==> config.mk <==
export PLATFORM = sky130hd
export DESIGN_NAME = pixel_phase_sequencer_flat
export DESIGN_NICKNAME = d
export VERILOG_FILES = /design/src/rtl/pixel_phase_sequencer_pkg.sv /design/src/rtl/pixel_phase_sequencer_if.sv /design/src/rtl/pixel_phase_sequencer_tick_div.sv /design/src/rtl/pixel_phase_sequencer.sv /design/src/flat_wrapper.sv
export SDC_FILE = /design/constraint.sdc
export NUM_CORES = 1
export LEC_CHECK = 0
export ABC_AREA = 1
export CAP_MARGIN = 20
export CORE_UTILIZATION = 40
export DETAILED_ROUTE_END_ITERATION = 8
export PLACE_DENSITY = 0.68
export SYNTH_ARGS = -nofsm -noshare
export SYNTH_HDL_FRONTEND = slang
export SYNTH_SLANG_ARGS = --single-unit
export TNS_END_PERCENT = 50
==> constraint.sdc <==
create_clock -name i_clock -period 4.2 [get_ports i_clock]
set_input_delay 0.63 -clock i_clock [delete_from_list [all_inputs] [get_ports i_clock]]
set_output_delay 0.63 -clock i_clock [all_outputs]
set_load 0.01 [all_outputs]
==> src/rtl/pixel_phase_sequencer_pkg.sv <==
`default_nettype none
// ---------------------------------------------------------------------------
// | Module      : pixel_phase_pkg                                             |
// | Description : Shared state encoding and phase one-hot constants for the   |
// |               pixel phase sequencer.                                      |
// | Revision    : 1.0 - initial release                                       |
// ---------------------------------------------------------------------------
package pixel_phase_pkg;

  // ST_GAP only becomes reachable in the PPS_NONOVERLAP_EN build, but it is
  // always part of the encoding so both builds share one state type.
  typedef enum logic [2:0] {
    ST_IDLE  = 3'd0,
    ST_RESET = 3'd1,
    ST_PRE   = 3'd2,
    ST_INT   = 3'd3,
    ST_L1    = 3'd4,
    ST_L2    = 3'd5,
    ST_DONE  = 3'd6,
    ST_GAP   = 3'd7
  } pps_state_e;

  // Phase vector ordering: {phi_r, phi_p, phi_l1, phi_l2}
  localparam logic [3:0] PHI_NONE = 4'b0000;
  localparam logic [3:0] PHI_R    = 4'b1000;
  localparam logic [3:0] PHI_P    = 4'b0100;
  localparam logic [3:0] PHI_L1   = 4'b0010;
  localparam logic [3:0] PHI_L2   = 4'b0001;

  function automatic logic [3:0] phase_of(input pps_state_e s);
    case (s)
      ST_RESET: return PHI_R;
      ST_PRE:   return PHI_P;
      ST_L1:    return PHI_L1;
      ST_L2:    return PHI_L2;
      default:  return PHI_NONE;
    endcase
  endfunction

endpackage
`default_nettype wire

==> src/rtl/pixel_phase_sequencer_if.sv <==
`default_nettype none
// ---------------------------------------------------------------------------
// | Module      : pixel_phase_sequencer_if                                    |
// | Description : Configuration inputs and pad-side phase outputs of the      |
// |               pixel phase sequencer. The master drives configuration, the |
// |               slave (sequencer) drives the phases and status.             |
// | Revision    : 1.0 - initial release                                       |
// ---------------------------------------------------------------------------
interface pixel_phase_sequencer_if #(
  parameter int N_PIX = 16,
  parameter int CNT_W = 8,
  parameter int DIV_W = 4
);
  localparam int IDX_W = (N_PIX > 1) ? $clog2(N_PIX) : 1;

  logic             i_enable;
  logic [DIV_W-1:0] i_freq_sel;
  logic [CNT_W-1:0] i_t_reset;
  logic [CNT_W-1:0] i_t_pre;
  logic [CNT_W-1:0] i_t_int;
  logic [CNT_W-1:0] i_t_l1;
  logic [CNT_W-1:0] i_t_l2;

  logic             o_phi_r;
  logic             o_phi_p;
  logic             o_phi_l1;
  logic             o_phi_l2;
  logic             o_adc_frame;
  logic             o_pixel_flag;
  logic [IDX_W-1:0] o_pixel_idx;
  logic             o_busy;
  logic             o_frame_done;

  modport master (
    output i_enable, i_freq_sel, i_t_reset, i_t_pre, i_t_int, i_t_l1, i_t_l2,
    input  o_phi_r, o_phi_p, o_phi_l1, o_phi_l2, o_adc_frame, o_pixel_flag,
           o_pixel_idx, o_busy, o_frame_done
  );

  modport slave (
    input  i_enable, i_freq_sel, i_t_reset, i_t_pre, i_t_int, i_t_l1, i_t_l2,
    output o_phi_r, o_phi_p, o_phi_l1, o_phi_l2, o_adc_frame, o_pixel_flag,
           o_pixel_idx, o_busy, o_frame_done
  );

endinterface
`default_nettype wire

==> src/rtl/pixel_phase_sequencer_tick_div.sv <==
`default_nettype none
// ---------------------------------------------------------------------------
// | Module      : phase_tick_divider                                          |
// | Description : Counts 0..D and emits a registered one-cycle tick on the    |
// |               last count. A synchronous clear restarts the count at 0.    |
// |               o_tick_next is the value o_tick will take next cycle, so    |
// |               the parent can register outputs that look one cycle ahead.  |
// | Revision    : 1.0 - initial release                                       |
// ---------------------------------------------------------------------------
module phase_tick_divider #(
  parameter int DIV_W = 4
) (
  input  logic             i_clock,
  input  logic             i_rst_n,
  input  logic [DIV_W-1:0] i_div,
  input  logic             i_clear,
  output logic             o_tick,
  output logic             o_tick_next
);

  logic [DIV_W-1:0] cnt_q, cnt_d;
  logic             tick_q;

  // Next count: wrap at D or restart on clear; tick follows the next count
  always_comb begin
    cnt_d       = (i_clear || (cnt_q == i_div)) ? '0 : cnt_q + DIV_W'(1);
    o_tick_next = (cnt_d == i_div);
  end

  // Count and tick registers
  always_ff @(posedge i_clock or negedge i_rst_n) begin
    if (!i_rst_n) begin
      cnt_q  <= '0;
      tick_q <= 1'b0;
    end else begin
      cnt_q  <= cnt_d;
      tick_q <= o_tick_next;
    end
  end

  assign o_tick = tick_q;

endmodule
`default_nettype wire

==> src/rtl/pixel_phase_sequencer.sv <==
`default_nettype none
// ---------------------------------------------------------------------------
// | Module      : pixel_phase_sequencer                                       |
// | Description : Generates phi_r/phi_p/phi_l1/phi_l2 per pixel for a frame   |
// |               of N_PIX pixels with programmable tick rate and durations,  |
// |               plus an ADC frame envelope. Optional macro                  |
// |               PPS_NONOVERLAP_EN inserts a one-tick low GAP after RESET,   |
// |               PRE, L1 and L2.                                             |
// | Revision    : 1.0 - initial release                                       |
// ---------------------------------------------------------------------------
module pixel_phase_sequencer
  import pixel_phase_pkg::*;
#(
  parameter int N_PIX = 16,
  parameter int CNT_W = 8,
  parameter int DIV_W = 4
) (
  input  logic                   i_clock,
  input  logic                   i_rst_n,
  pixel_phase_sequencer_if.slave bus
);

  localparam int               IDX_W    = (N_PIX > 1) ? $clog2(N_PIX) : 1;
  localparam logic [IDX_W-1:0] LAST_IDX = IDX_W'(N_PIX - 1);
  localparam logic [CNT_W-1:0] ONE      = CNT_W'(1);

  pps_state_e       state_q, state_d;
  logic [IDX_W-1:0] idx_q, idx_d;
  logic [CNT_W-1:0] ph_q, ph_d;
  logic [DIV_W-1:0] div_q, div_d;
  logic [CNT_W-1:0] tr_q, tr_d, tp_q, tp_d, ti_q, ti_d, tl1_q, tl1_d, tl2_q, tl2_d;
  logic [3:0]       phi_q, phi_d;
  logic             adc_q, adc_d;
  logic             flag_q, flag_d;
  logic             busy_q, busy_d;
  logic             done_q, done_d;

  logic             clear;
  logic             latch;
  logic             leave;
  logic             last_pix;
  logic             last_next;
  logic [CNT_W-1:0] lim_cur;
  logic [CNT_W-1:0] lim_next;
  logic             tick;
  logic             tick_next;

`ifdef PPS_NONOVERLAP_EN
  // State the current GAP was entered from; decides where the GAP exits to
  pps_state_e       from_q, from_d;
`endif

  // Zero-length durations behave as one tick
  function automatic logic [CNT_W-1:0] sat1(input logic [CNT_W-1:0] t);
    return (t == '0) ? ONE : t;
  endfunction

  function automatic logic [CNT_W-1:0] lim_of(
    input pps_state_e       s,
    input logic [CNT_W-1:0] t_r,
    input logic [CNT_W-1:0] t_p,
    input logic [CNT_W-1:0] t_i,
    input logic [CNT_W-1:0] t_1,
    input logic [CNT_W-1:0] t_2
  );
    case (s)
      ST_RESET: return t_r;
      ST_PRE:   return t_p;
      ST_INT:   return t_i;
      ST_L1:    return t_1;
      ST_L2:    return t_2;
      default:  return ONE;
    endcase
  endfunction

  // Divider sees the configuration that will be live next cycle, so its
  // lookahead tick is correct on the very first cycle of a new frame.
  phase_tick_divider #(
    .DIV_W(DIV_W)
  ) u_tick_div (
    .i_clock    (i_clock),
    .i_rst_n    (i_rst_n),
    .i_div      (div_d),
    .i_clear    (clear),
    .o_tick     (tick),
    .o_tick_next(tick_next)
  );

  // Next-state logic: a timed state is left on the tick where its count completes
  always_comb begin
    state_d  = state_q;
`ifdef PPS_NONOVERLAP_EN
    from_d   = from_q;
`endif
    lim_cur  = lim_of(state_q, tr_q, tp_q, ti_q, tl1_q, tl2_q);
    leave    = tick && (ph_q == (lim_cur - ONE));
    last_pix = (idx_q == LAST_IDX);

    case (state_q)
      ST_IDLE: begin
        if (bus.i_enable) state_d = ST_RESET;
      end
      ST_RESET: begin
        if (leave) begin
`ifdef PPS_NONOVERLAP_EN
          state_d = ST_GAP;
          from_d  = ST_RESET;
`else
          state_d = ST_PRE;
`endif
        end
      end
      ST_PRE: begin
        if (leave) begin
`ifdef PPS_NONOVERLAP_EN
          state_d = ST_GAP;
          from_d  = ST_PRE;
`else
          state_d = ST_INT;
`endif
        end
      end
      ST_INT: begin
        if (leave) state_d = ST_L1;
      end
      ST_L1: begin
        if (leave) begin
`ifdef PPS_NONOVERLAP_EN
          state_d = ST_GAP;
          from_d  = ST_L1;
`else
          state_d = ST_L2;
`endif
        end
      end
      ST_L2: begin
        if (leave) begin
`ifdef PPS_NONOVERLAP_EN
          state_d = ST_GAP;
          from_d  = ST_L2;
`else
          state_d = last_pix ? ST_DONE : ST_RESET;
`endif
        end
      end
      ST_GAP: begin
`ifdef PPS_NONOVERLAP_EN
        if (leave) begin
          case (from_q)
            ST_RESET: state_d = ST_PRE;
            ST_PRE:   state_d = ST_INT;
            ST_L1:    state_d = ST_L2;
            default:  state_d = last_pix ? ST_DONE : ST_RESET;
          endcase
        end
`else
        state_d = ST_IDLE;
`endif
      end
      ST_DONE: begin
        state_d = bus.i_enable ? ST_RESET : ST_IDLE;
      end
      default: state_d = ST_IDLE;
    endcase
  end

  // Datapath and registered-output lookahead, all derived from state_d
  always_comb begin
    clear = (state_d != state_q);
    latch = (state_d == ST_RESET) && ((state_q == ST_IDLE) || (state_q == ST_DONE));

    div_d = latch ? bus.i_freq_sel      : div_q;
    tr_d  = latch ? sat1(bus.i_t_reset) : tr_q;
    tp_d  = latch ? sat1(bus.i_t_pre)   : tp_q;
    ti_d  = latch ? sat1(bus.i_t_int)   : ti_q;
    tl1_d = latch ? sat1(bus.i_t_l1)    : tl1_q;
    tl2_d = latch ? sat1(bus.i_t_l2)    : tl2_q;

    ph_d = clear ? '0 : (tick ? (ph_q + ONE) : ph_q);

    idx_d = idx_q;
    if ((state_d == ST_IDLE) || (state_d == ST_DONE)) begin
      idx_d = '0;
    end else if ((state_d == ST_RESET) && ((state_q == ST_L2) || (state_q == ST_GAP))) begin
      idx_d = idx_q + IDX_W'(1);
    end

    // True when the cycle after this edge is the final cycle of state_d
    lim_next  = lim_of(state_d, tr_d, tp_d, ti_d, tl1_d, tl2_d);
    last_next = tick_next && (ph_d == (lim_next - ONE));

    phi_d  = phase_of(state_d);
    adc_d  = (state_d != ST_IDLE) && (state_d != ST_DONE);
    busy_d = (state_d != ST_IDLE);
    done_d = (state_d == ST_DONE);
`ifdef PPS_NONOVERLAP_EN
    flag_d = (state_d == ST_GAP) && (from_d == ST_L2) && last_next;
`else
    flag_d = (state_d == ST_L2) && last_next;
`endif
  end

  // State, configuration and output registers
  always_ff @(posedge i_clock or negedge i_rst_n) begin
    if (!i_rst_n) begin
      state_q <= ST_IDLE;
      idx_q   <= '0;
      ph_q    <= '0;
      div_q   <= '0;
      tr_q    <= ONE;
      tp_q    <= ONE;
      ti_q    <= ONE;
      tl1_q   <= ONE;
      tl2_q   <= ONE;
      phi_q   <= PHI_NONE;
      adc_q   <= 1'b0;
      flag_q  <= 1'b0;
      busy_q  <= 1'b0;
      done_q  <= 1'b0;
    end else begin
      state_q <= state_d;
      idx_q   <= idx_d;
      ph_q    <= ph_d;
      div_q   <= div_d;
      tr_q    <= tr_d;
      tp_q    <= tp_d;
      ti_q    <= ti_d;
      tl1_q   <= tl1_d;
      tl2_q   <= tl2_d;
      phi_q   <= phi_d;
      adc_q   <= adc_d;
      flag_q  <= flag_d;
      busy_q  <= busy_d;
      done_q  <= done_d;
    end
  end

`ifdef PPS_NONOVERLAP_EN
  // Origin of the active GAP
  always_ff @(posedge i_clock or negedge i_rst_n) begin
    if (!i_rst_n) begin
      from_q <= ST_IDLE;
    end else begin
      from_q <= from_d;
    end
  end
`endif

  assign bus.o_phi_r      = phi_q[3];
  assign bus.o_phi_p      = phi_q[2];
  assign bus.o_phi_l1     = phi_q[1];
  assign bus.o_phi_l2     = phi_q[0];
  assign bus.o_adc_frame  = adc_q;
  assign bus.o_pixel_flag = flag_q;
  assign bus.o_pixel_idx  = idx_q;
  assign bus.o_busy       = busy_q;
  assign bus.o_frame_done = done_q;

endmodule
`default_nettype wire

==> src/flat_wrapper.sv <==
// flat-port wrapper written by rule: the top's interface ports become plain ports
module pixel_phase_sequencer_flat import pixel_phase_pkg::*;
#(
  parameter int N_PIX = 16,
  parameter int CNT_W = 8,
  parameter int DIV_W = 4
)
  (i_clock, i_rst_n, bus_i_enable, bus_i_freq_sel, bus_i_t_reset, bus_i_t_pre, bus_i_t_int, bus_i_t_l1, bus_i_t_l2, bus_o_phi_r, bus_o_phi_p, bus_o_phi_l1, bus_o_phi_l2, bus_o_adc_frame, bus_o_pixel_flag, bus_o_pixel_idx, bus_o_busy, bus_o_frame_done);
  pixel_phase_sequencer_if #(.N_PIX(N_PIX), .CNT_W(CNT_W), .DIV_W(DIV_W)) bus_i ();
  input  logic i_clock;
  input  logic i_rst_n;
  input wire logic [$bits(bus_i.i_enable)-1:0] bus_i_enable;
  input wire logic [$bits(bus_i.i_freq_sel)-1:0] bus_i_freq_sel;
  input wire logic [$bits(bus_i.i_t_reset)-1:0] bus_i_t_reset;
  input wire logic [$bits(bus_i.i_t_pre)-1:0] bus_i_t_pre;
  input wire logic [$bits(bus_i.i_t_int)-1:0] bus_i_t_int;
  input wire logic [$bits(bus_i.i_t_l1)-1:0] bus_i_t_l1;
  input wire logic [$bits(bus_i.i_t_l2)-1:0] bus_i_t_l2;
  output wire logic [$bits(bus_i.o_phi_r)-1:0] bus_o_phi_r;
  output wire logic [$bits(bus_i.o_phi_p)-1:0] bus_o_phi_p;
  output wire logic [$bits(bus_i.o_phi_l1)-1:0] bus_o_phi_l1;
  output wire logic [$bits(bus_i.o_phi_l2)-1:0] bus_o_phi_l2;
  output wire logic [$bits(bus_i.o_adc_frame)-1:0] bus_o_adc_frame;
  output wire logic [$bits(bus_i.o_pixel_flag)-1:0] bus_o_pixel_flag;
  output wire logic [$bits(bus_i.o_pixel_idx)-1:0] bus_o_pixel_idx;
  output wire logic [$bits(bus_i.o_busy)-1:0] bus_o_busy;
  output wire logic [$bits(bus_i.o_frame_done)-1:0] bus_o_frame_done;
  assign bus_i.i_enable = bus_i_enable;
  assign bus_i.i_freq_sel = bus_i_freq_sel;
  assign bus_i.i_t_reset = bus_i_t_reset;
  assign bus_i.i_t_pre = bus_i_t_pre;
  assign bus_i.i_t_int = bus_i_t_int;
  assign bus_i.i_t_l1 = bus_i_t_l1;
  assign bus_i.i_t_l2 = bus_i_t_l2;
  assign bus_o_phi_r = bus_i.o_phi_r;
  assign bus_o_phi_p = bus_i.o_phi_p;
  assign bus_o_phi_l1 = bus_i.o_phi_l1;
  assign bus_o_phi_l2 = bus_i.o_phi_l2;
  assign bus_o_adc_frame = bus_i.o_adc_frame;
  assign bus_o_pixel_flag = bus_i.o_pixel_flag;
  assign bus_o_pixel_idx = bus_i.o_pixel_idx;
  assign bus_o_busy = bus_i.o_busy;
  assign bus_o_frame_done = bus_i.o_frame_done;
  pixel_phase_sequencer #(.N_PIX(N_PIX), .CNT_W(CNT_W), .DIV_W(DIV_W)) u_core (.i_clock(i_clock), .i_rst_n(i_rst_n), .bus(bus_i));
endmodule
==> metrics.md <==
| Metric | Value |
|---|---|
| Post-DRT Antenna Nets | `0` |
| IO Pins | `59` |
| Worst min-delay path category | `in -> async` |
| Reg clk slew, reported paths | `0.06 ns` |
| # setup viols final | `2` |
| CTS sink cnt | `72` |
| Htree depth | `3` |
| Ant. Diodes | `0` |
| First-pass GRT wire length | `27.9 mm` |
| DR pass1 iterations | `5` |
| Vias in the first global route | `5701` |
| Seq cells post-synth | `72` |
| Die footprint | `13900 µm²` |
| Status | `complete, but fails checks` |
| Crit path DAT | `4.73 ns` |
| Mapped Nets | `837` |
| Largest stage delay, worst path | `0.46 ns` |
| Initial DRC count | `381` |
| GRT Overall Usage | `0.256` |
| CTS Hold Buffers Added | `0` |
| GRT Max-Usage Layer | `met2` |
| Largest net degree at the start of global routing | `73` |
| Area growth syn-to-layout | `44.4%` |
| Static Leak | `4.05 nW` |
| Initial cell density of the core | `0.418` |
| Setup WS post-layout | `-0.263 ns` |
| CTS buffer count | `9` |
| Max Fclk | `224 MHz` |
| GPL Wtd Cong | `0.958` |
| Final number of max-transition violations | `0` |
| Largest area contributor in the netlist | `dfrtp_1` |
| Max cap viols | `0` |
| RSZ-0062 raised after global routing | `true` |
| Final Util | `0.603` |
| Dpl hpwl | `12.9 mm` |
| Distinct cells, synth | `41` |
| Critical Path RT | `4.47 ns` |
| Synth Cell Area | `5360 µm²` |
| Avg Cell Area, Syn | `6.82 µm²` |
| Max Buffers Root-to-Sink | `2` |
| GRT overflow | `0` |
| Met3 usage | `0.0426` |
| DR vias | `5770` |
| Period minus WS final | `4.46 ns` |
| Routed WL per cell | `15.0 µm` |
| Ys Warns | `0` |
| Final WL | `17.2 mm` |
| Startpoint types | `register` |
| Fill cell total of the finished layout | `1160` |
| Initial antenna violation count | `0` |
| Final period util | `1.06` |
| Worst-path maximum fanout | `8` |
| Vias per cell | `5.03` |
| Met1 usage | `0.335` |
| Pwr Density | `882 nW/µm²` |
| CP max-delay cell | `dfrtp_2` |
| Die span in y | `118 µm` |
| Final Hold Fails | `0` |
| Remaining DRCs | `0` |
| CP Class | `reg -> reg` |
| Tightest Pin Transition | `0.937 ns` |
| Nets@finish | `1021` |
| Crit. End Element | `register` |
| Worst-Skew Late Latency | `0.33 ns` |
| Port bufs | `58` |
| Maximum VDD drop | `0.550 mV` |
| Synth top area cells | `dfrtp_1 31%, nand2_1 14%, inv_1 9.7%, nand3_1 9.4%, nand4_1 5.1%` |
| Clock skew | `0.00844 ns` |
| FP Rows | `41` |
| DP Worst Slack | `-0.339 ns` |
| CTS tree | `built` |
| Slew HR | `0.375` |
| Mapped Cells | `785` |
| Met2 Use GR | `0.430` |
| Failing checks | `negative setup slack` |
| Total core area | `12800 µm²` |
| Die Wd | `118 µm` |
| Share of cells above drive strength 1 | `0.272` |
| Synth top area share | `0.313` |
| Clock Tree Root | `clkbuf_16` |
| Seq/Total Area, Yosys | `0.338` |
## metrics by stage
stage               power (mW)  hold WS (ns)  instances  setup TNS [ns]  instance area (µm²)
global placement          5.11         0.495       1100          -0.271                 6830
CTS                       6.42         0.461       1140          -0.307                 7470
detailed placement        5.16         0.497       1100          -0.493                 6830
finish                    6.82         0.439       1146          -0.362                 7730
global route              7.35         0.515       1146           -1.41                 7730
floorplan                 3.67         0.334        785               0                 5390
## final cells by class
type / instances / area, µm² / area share
Sequential cell: 72 / 1810 / 0.234
Clock inverter: 3 / 65.1 / 0.00842
Tap cell: 172 / 215 / 0.0278
Timing Repair Buffer: 198 / 1740 / 0.225
Inverter: 149 / 572 / 0.0740
Clock buffer: 13 / 250 / 0.0324
Multi-Input combinational cell: 539 / 3080 / 0.398
## registers in the layout (all words and copies together), names as in the netlist
signal	cells
u_core.bus.o_pixel_flag	1
u_core.phi_q	4
u_core.u_tick_div.o_tick	1
u_core.u_tick_div.cnt_q	4
u_core.bus.o_busy	1
u_core.tp_q	8
u_core.state_q	3
u_core.ph_q	8
u_core.div_q	4
u_core.bus.o_adc_frame	1
u_core.ti_q	8
u_core.tr_q	8
u_core.bus.o_pixel_idx	4
u_core.bus.o_frame_done	1
u_core.tl1_q	8
u_core.tl2_q	8
## kinds of logic (layout without fill, tap and decap cells)
group | Yosys count | in the layout | synth area share
AND/OR/NAND/NOR | 473 | 474 | 0.425
buffers and inverters | 175 | 363 | 0.142
flip-flops | 72 | 72 | 0.338
AO/OA/AOI/OAI | 46 | 46 | 0.0579
XOR/XNOR | 13 | 13 | 0.0238
adder cells (fa/ha/maj) | 5 | 5 | 0.0117
multiplexers | 1 | 1 | 0.00187
## cells in the final DEF (no fill, tap or decap), types with 4 or more instances in the layout
| cell | n |
|---|---|
| a41oi_1 | 5 |
| nor2_1 | 51 |
| dfstp_2 | 5 |
| buf_12 | 4 |
| clkbuf_16 | 10 |
| nor2_2 | 15 |
| nor3_1 | 5 |
| inv_1 | 134 |
| nand3_4 | 7 |
| nor4_1 | 6 |
| buf_6 | 5 |
| nand2_1 | 184 |
| a21oi_1 | 4 |
| nor2_4 | 12 |
| nand3_1 | 84 |
| nand2_4 | 4 |
| dfrtp_1 | 65 |
| nand3_2 | 19 |
| o21a_1 | 13 |
| clkdlybuf4s50_1 | 57 |
| o21ai_0 | 14 |
| buf_4 | 129 |
| nand4_1 | 44 |
| xor2_1 | 9 |
| nand2_2 | 24 |
| and2_1 | 14 |
| inv_2 | 11 |
## worst max-delay path, delay by kind of cell (launching register included)
family | cells | cell delay [ns]
flops | 1 | 0.46
simple gates | 32 | 2.84
fa+ha+maj | 2 | 0.47
buf+inv | 5 | 0.51
xor+xnor | 1 | 0.12
## synth_stat cells (all sizes together)
master / instances
and2: 14
xor2: 9
nor4: 6
a22oi: 1
o21a: 13
xnor2: 3
o21ai: 18
a21oi: 4
xnor3: 1
nor3: 7
nand4: 44
nand3: 109
o211ai: 3
mux2i: 1
nand2: 212
buf: 22
dfrtp: 67
a41oi: 5
dfstp: 5
inv: 147
nor2: 79
o21bai: 2
nand3b: 2
clkinv: 2
ha: 5
clkbuf: 4
## where the power goes
| part | total (mW) | switching (mW) | internal, mW |
|---|---|---|---|
| sequential | 1.21 | 0.228 | 0.977 |
| combinational | 4.80 | 2.64 | 2.16 |
| clock | 0.820 | 0.284 | 0.536 |
| total | 6.82 | 3.15 | 3.67 |
## what timing repair did
action                     CTS  global route
gates cloned                 2             1
pin swaps                   27            33
setup endpoints to repair    2             6
resized for setup           23            53
setup buffers               22             6
## worst paths after layout
check / end / cells past startpoint / slack (ns) / startpoint
setup / recovery: u_core.bus.o_pixel_flag / 40 / -0.26 / u_core.state_q[0]
hold / removal: u_core.bus.o_busy / 1 / 0.44 / i_rst_n
setup reg to reg: u_core.bus.o_pixel_flag / 40 / -0.26 / u_core.state_q[0]
hold reg to reg: u_core.u_tick_div.cnt_q[0] / 1 / 0.52 / u_core.u_tick_div.cnt_q[0]
max in group asynchronous: u_core.state_q[0] / 1 / 3.11 / i_rst_n
min in group i_clock: u_core.u_tick_div.cnt_q[0] / 1 / 0.52 / u_core.u_tick_div.cnt_q[0]
## layer usage
metal  routed length (µm)  vias up
li1                     -     2874
met4                  306        0
met3                 1310       24
met1                 7460     2679
met5                    0        -
met2                 8090      193
Note: power is estimated with default switching activity, not from simulation.
